File: config.mk
export PLATFORM = sky130hd
export DESIGN_NAME = memory_bank_flat
export DESIGN_NICKNAME = d
export VERILOG_FILES = /design/src/rtl/memory_bank_if.sv /design/src/rtl/memory_bank.sv /design/src/flat_wrapper.sv
export SDC_FILE = /design/constraint.sdc
export NUM_CORES = 1
export LEC_CHECK = 0
export BUFFER_PORTS_ARGS = -buffer_cell sky130_fd_sc_hd__buf_2
export CORE_ASPECT_RATIO = 2
export CORE_MARGIN = 3
export CORE_UTILIZATION = 53
export CTS_CLUSTER_SIZE = 25
export DETAILED_ROUTE_END_ITERATION = 16
export PLACE_DENSITY = 0.83
export SLEW_MARGIN = 20
export SYNTH_ARGS = -nofsm -noshare
export SYNTH_HDL_FRONTEND = slang
export SYNTH_SLANG_ARGS = --single-unit
File: constraint.sdc
create_clock -name clock -period 4 [get_ports clock]
set_input_delay 0 -clock clock [delete_from_list [all_inputs] [get_ports clock]]
set_output_delay 0 -clock clock [all_outputs]
set_load 0.01 [all_outputs]
File: src/rtl/memory_bank_if.sv
// Access bus for memory_bank: read/write ports, re-initialisation request and status.
interface memory_bank_if #(
  parameter int unsigned WIDTH = 15,
  parameter int unsigned DEPTH = 8
);
  localparam int unsigned AW = $clog2(DEPTH);

  logic             clear;
  logic             ren;
  logic             wen;
  logic [AW-1:0]    wrAddr;
  logic [AW-1:0]    rdAddr;
  logic [WIDTH-1:0] dataIn;
  logic [WIDTH-1:0] dataOut;
  logic             rdValid;
  logic             busy;

  modport master (
    output clear, ren, wen, wrAddr, rdAddr, dataIn,
    input  dataOut, rdValid, busy
  );

  modport slave (
    input  clear, ren, wen, wrAddr, rdAddr, dataIn,
    output dataOut, rdValid, busy
  );
endinterface

File: src/rtl/memory_bank.sv
// Register-file memory with mem[i] = i init sequencer and registered read port.
// Optional MEMORY_BYPASS_EN selects write-first collisions; default is read-first.
module memory_bank #(
  parameter int unsigned WIDTH = 15,
  parameter int unsigned DEPTH = 8
) (
  input  logic          clock,
  input  logic          resetN,
  memory_bank_if.slave  bus
);
  localparam int unsigned  AW        = $clog2(DEPTH);
  localparam logic [AW:0]  DEPTH_EXT = (AW+1)'(DEPTH);
  localparam logic [AW-1:0] LAST_PTR = AW'(DEPTH - 1);

  typedef enum logic {INIT, READY} state_t;

  state_t           state;
  state_t           state_next;
  logic [AW-1:0]    ptr;
  logic [AW-1:0]    ptr_next;

  logic             mem_we;
  logic [AW-1:0]    mem_waddr;
  logic [WIDTH-1:0] mem_wdata;
  logic             rd_fire;
  logic [WIDTH-1:0] rd_data;
  logic             wr_in_range;
  logic             rd_in_range;

  logic [WIDTH-1:0] mem [DEPTH];

  logic [WIDTH-1:0] data_out;
  logic             rd_valid;
  logic             busy;

  assign wr_in_range = {1'b0, bus.wrAddr} < DEPTH_EXT;
  assign rd_in_range = {1'b0, bus.rdAddr} < DEPTH_EXT;

  // State and init pointer
  always_ff @(posedge clock) begin
    if (!resetN) begin
      state <= INIT;
      ptr   <= '0;
    end else begin
      state <= state_next;
      ptr   <= ptr_next;
    end
  end

  // Next state, array write port and read acceptance
  always_comb begin
    state_next = state;
    ptr_next   = ptr;
    mem_we     = 1'b0;
    mem_waddr  = ptr;
    mem_wdata  = WIDTH'(ptr);
    rd_fire    = 1'b0;
    case (state)
      INIT: begin
        mem_we = 1'b1;
        if (ptr == LAST_PTR) begin
          state_next = READY;
          ptr_next   = '0;
        end else begin
          ptr_next = ptr + AW'(1);
        end
      end
      READY: begin
        if (bus.clear) begin
          state_next = INIT;
          ptr_next   = '0;
        end else begin
          rd_fire = bus.ren;
          if (bus.wen && wr_in_range) begin
            mem_we    = 1'b1;
            mem_waddr = bus.wrAddr;
            mem_wdata = bus.dataIn;
          end
        end
      end
      default: begin
        state_next = INIT;
        ptr_next   = '0;
      end
    endcase
    // Reset edge must not disturb the array or launch a read
    if (!resetN) begin
      mem_we  = 1'b0;
      rd_fire = 1'b0;
    end
  end

  // Read data selection; out-of-range addresses return zero
  always_comb begin
    rd_data = '0;
    if (rd_in_range) begin
      rd_data = mem[bus.rdAddr];
`ifdef MEMORY_BYPASS_EN
      if (state == READY && mem_we && mem_waddr == bus.rdAddr) begin
        rd_data = mem_wdata;
      end
`endif
    end
  end

  // Storage is never reset; INIT overwrites it
  always_ff @(posedge clock) begin
    if (mem_we) begin
      mem[mem_waddr] <= mem_wdata;
    end
  end

  always_ff @(posedge clock) begin
    if (!resetN) begin
      data_out <= '0;
      rd_valid <= 1'b0;
      busy     <= 1'b1;
    end else begin
      rd_valid <= rd_fire;
      busy     <= (state_next == INIT);
      if (rd_fire) begin
        data_out <= rd_data;
      end
    end
  end

  assign bus.dataOut = data_out;
  assign bus.rdValid = rd_valid;
  assign bus.busy    = busy;
endmodule

File: src/flat_wrapper.sv
// flat-port wrapper written by rule: the top's interface ports become plain ports
module memory_bank_flat 
#(
  parameter int unsigned WIDTH = 15,
  parameter int unsigned DEPTH = 8
)
  (clock, resetN, bus_clear, bus_ren, bus_wen, bus_wrAddr, bus_rdAddr, bus_dataIn, bus_dataOut, bus_rdValid, bus_busy);
  memory_bank_if #(.WIDTH(WIDTH), .DEPTH(DEPTH)) bus_i ();
  input  logic clock;
  input  logic resetN;
  input wire logic [$bits(bus_i.clear)-1:0] bus_clear;
  input wire logic [$bits(bus_i.ren)-1:0] bus_ren;
  input wire logic [$bits(bus_i.wen)-1:0] bus_wen;
  input wire logic [$bits(bus_i.wrAddr)-1:0] bus_wrAddr;
  input wire logic [$bits(bus_i.rdAddr)-1:0] bus_rdAddr;
  input wire logic [$bits(bus_i.dataIn)-1:0] bus_dataIn;
  output wire logic [$bits(bus_i.dataOut)-1:0] bus_dataOut;
  output wire logic [$bits(bus_i.rdValid)-1:0] bus_rdValid;
  output wire logic [$bits(bus_i.busy)-1:0] bus_busy;
  assign bus_i.clear = bus_clear;
  assign bus_i.ren = bus_ren;
  assign bus_i.wen = bus_wen;
  assign bus_i.wrAddr = bus_wrAddr;
  assign bus_i.rdAddr = bus_rdAddr;
  assign bus_i.dataIn = bus_dataIn;
  assign bus_dataOut = bus_i.dataOut;
  assign bus_rdValid = bus_i.rdValid;
  assign bus_busy = bus_i.busy;
  memory_bank #(.WIDTH(WIDTH), .DEPTH(DEPTH)) u_core (.clock(clock), .resetN(resetN), .bus(bus_i));
endmodule
==> out/metrics.yaml <==
setup-tns-final_ns: 0
cts_hold_buf: 1
place_congestion: 0.843
fin_cells: 539
grt_pass1_vias: 3375
syn_nets: 366
ys.warnings.count: 0
tightest_slew_ns: 0.862
period_minus_slack_ns: 2.51
reg2reg_to: "u_core.mem[4][6]"
diodes: 0
p_leak_nw: 2.33
ys.flop_type: "edfxtp_1"
fill_cells: 710
place_inst: 506
fmax_mhz: 398
cts_tree: "built"
io_buffers: 42
cp_slowest_cell: "and3b_1"
cp_data_required_time_ns: 4.09
synth_area_leaders: "edfxtp_1 (65%), mux2_2 (13%), dfxtp_1 (7.5%)"
yosysSeqAreaShare: 0.721
dp_slack_ns: 1.57
path_delay_family: "simple AND/OR/NAND/NOR gates"
crit_chain: "and3b_1 > mux2i_1 > nor3_2 > buf_4"
h-tree-depth: 4
grt_pass1_wl_um: 19000
gr-total-overflow: 0
setup-violations-final: 0
synth-seq-cells: 141
synth-edff-count: 120
post-route-util: 0.639
relSlewSlack: 0.424
crit_type: "reg2reg"
min-delay-start: "bus_dataIn[14]"
initial_utilization: 0.547
rows: 52
avgSynthCellArea_um2: 16.5
whs_ns: 0.0340
vdd_drop_max_mv: 0.446
cts_setup_buffers: 0
ios: 43
cts.clk_slew.worst_paths_ns: 0.05
r2r_slack_ns: 1.49
drtPass1Iterations: 5
crit_arrival_ns: 2.61
area_growth_pct: 16.9
placed_area_um2: 5970
worst-r2r-cell-count: 4
ys_types: 31
die_area_um2: 11900
coreArea_um2: 10200
syn_area_um2: 5580
track_usage: 0.229
worstSkewPairLatency_ns: 0.41
antenna_found_initial: 0
drt-wirelength-per-cell_um: 23.4
cts_root_buf: "clkbuf_16"
dp_hpwl_um: 8170
synth_area_leader_cell: "edfxtp_1"
finalHoldViolCount: 0
die_h_um: 151
final.period_utilization: 0.629
fin_skew_ns: 0.00609
worstPathMaxFanout: 19
via_count: 3247
ctsResizeCount: 0
setup_slack_ns: 1.49
cts_buffers: 17
drt_iter0_drc: 280
totalWireLength_um: 12600
final_antenna_net_count: 0
total_power_mw: 3.26
crit_path_start_kind: "flip-flop"
synthArstFlopShare: 0
syn_inst: 338
max-cap-violations: 0
cp_slowest_stage_delay_ns: 0.77
holdPathStages: 2
critPathBufInv: 1
cts_sinks: 141
fin_nets: 419
hold_path.class: "in2reg"
power-per-cell-area_nw_per_um2: 499
post-route-drc-count: 0
clockBufferDepth: 2
drive_above_1_share: 0.386
rsz0062_at_grt: "false"
yosysTopAreaCellShare: 0.645
timing.rr.start: "u_core.state"
maxSlewViolCount: 0
grt_max_degree: 27
status: "completed"
end_kind: "flip-flop"
die_w_um: 78.6
whs_endpoint: "u_core.mem[7][14]"
fin_area_um2: 6530
vias_per_cell: 6.02
==> layout make-up <==
type	count	area (µm²)	share of cell area
clock inverters	8	66.3	0.0102
repair buffers	53	295	0.0452
clock buffers	24	482	0.0738
flip-flops and latches	141	4020	0.616
well taps	135	169	0.0259
inverters	4	15.0	0.00230
multi-input cells	174	1480	0.226
==> state kept, by name, summed over array words and instances, names as in the netlist <==
signal,count
u_core.state,1
u_core.bus.busy,1
u_core.bus.rdValid,1
u_core.bus.dataOut,15
u_core.mem,120
u_core.ptr,3
==> synth_stat cells, types with 4 or more instances <==
library cell,count
edfxtp_1,120
mux2_2,63
o22ai_1,31
dfxtp_1,21
nand3_1,16
o31ai_1,15
and2_1,12
nor3_1,9
buf_2,7
clkbuf_1,6
buf_4,5
inv_1,4
==> cells in the final DEF, fill, tap and decap left out, drive strengths merged, types with 2 or more instances in the layout <==
master	n
edfxtp	120
mux2	65
buf	52
o22ai	31
clkbuf	24
dfxtp	21
nand3	16
o31ai	15
and2	14
nor3	9
clkinv	5
inv	4
nor2b	3
nand2	3
o21ai	2
mux2i	2
nand2b	2
ha	2
clkinvlp	2
==> metal layers <==
metal	up-vias	wire length [µm]	global-route usage
met5	-	0	0
met2	159	6880	0.402
met3	40	617	0.0506
li1	1446	-	-
met1	1602	4290	0.233
met4	0	807	0.173
==> cell families after synthesis <==
group / count (synthesis) / synth area share
compound gates: 51 / 0.0605
flops: 141 / 0.721
buf+inv: 23 / 0.0217
fa+ha+maj: 2 / 0.00448
simple gates: 54 / 0.0567
mux: 67 / 0.136
==> worst max path at each step <==
stage	from	end	slack [ns]	cells past startpoint
CTS	u_core.state	u_core.mem[4][11]	1.51	4
global placement	u_core.state	u_core.mem[0][6]	1.66	4
floorplan	u_core.state	u_core.mem[0][0]	1.52	4
global route	u_core.state	u_core.mem[2][10]	1.30	4
detailed placement	u_core.state	u_core.mem[6][6]	1.57	4
finish	u_core.state	u_core.mem[4][6]	1.49	4
==> where the power goes <==
| part | leakage, nW | total (mW) | internal [mW] | switching, mW |
|---|---|---|---|---|
| clock | 0.263 | 1.45 | 0.895 | 0.550 |
| combinational | 0.760 | 0.180 | 0.0754 | 0.105 |
| sequential | 1.31 | 1.63 | 1.62 | 0.0116 |
Note: power is estimated with default switching activity, not from simulation.
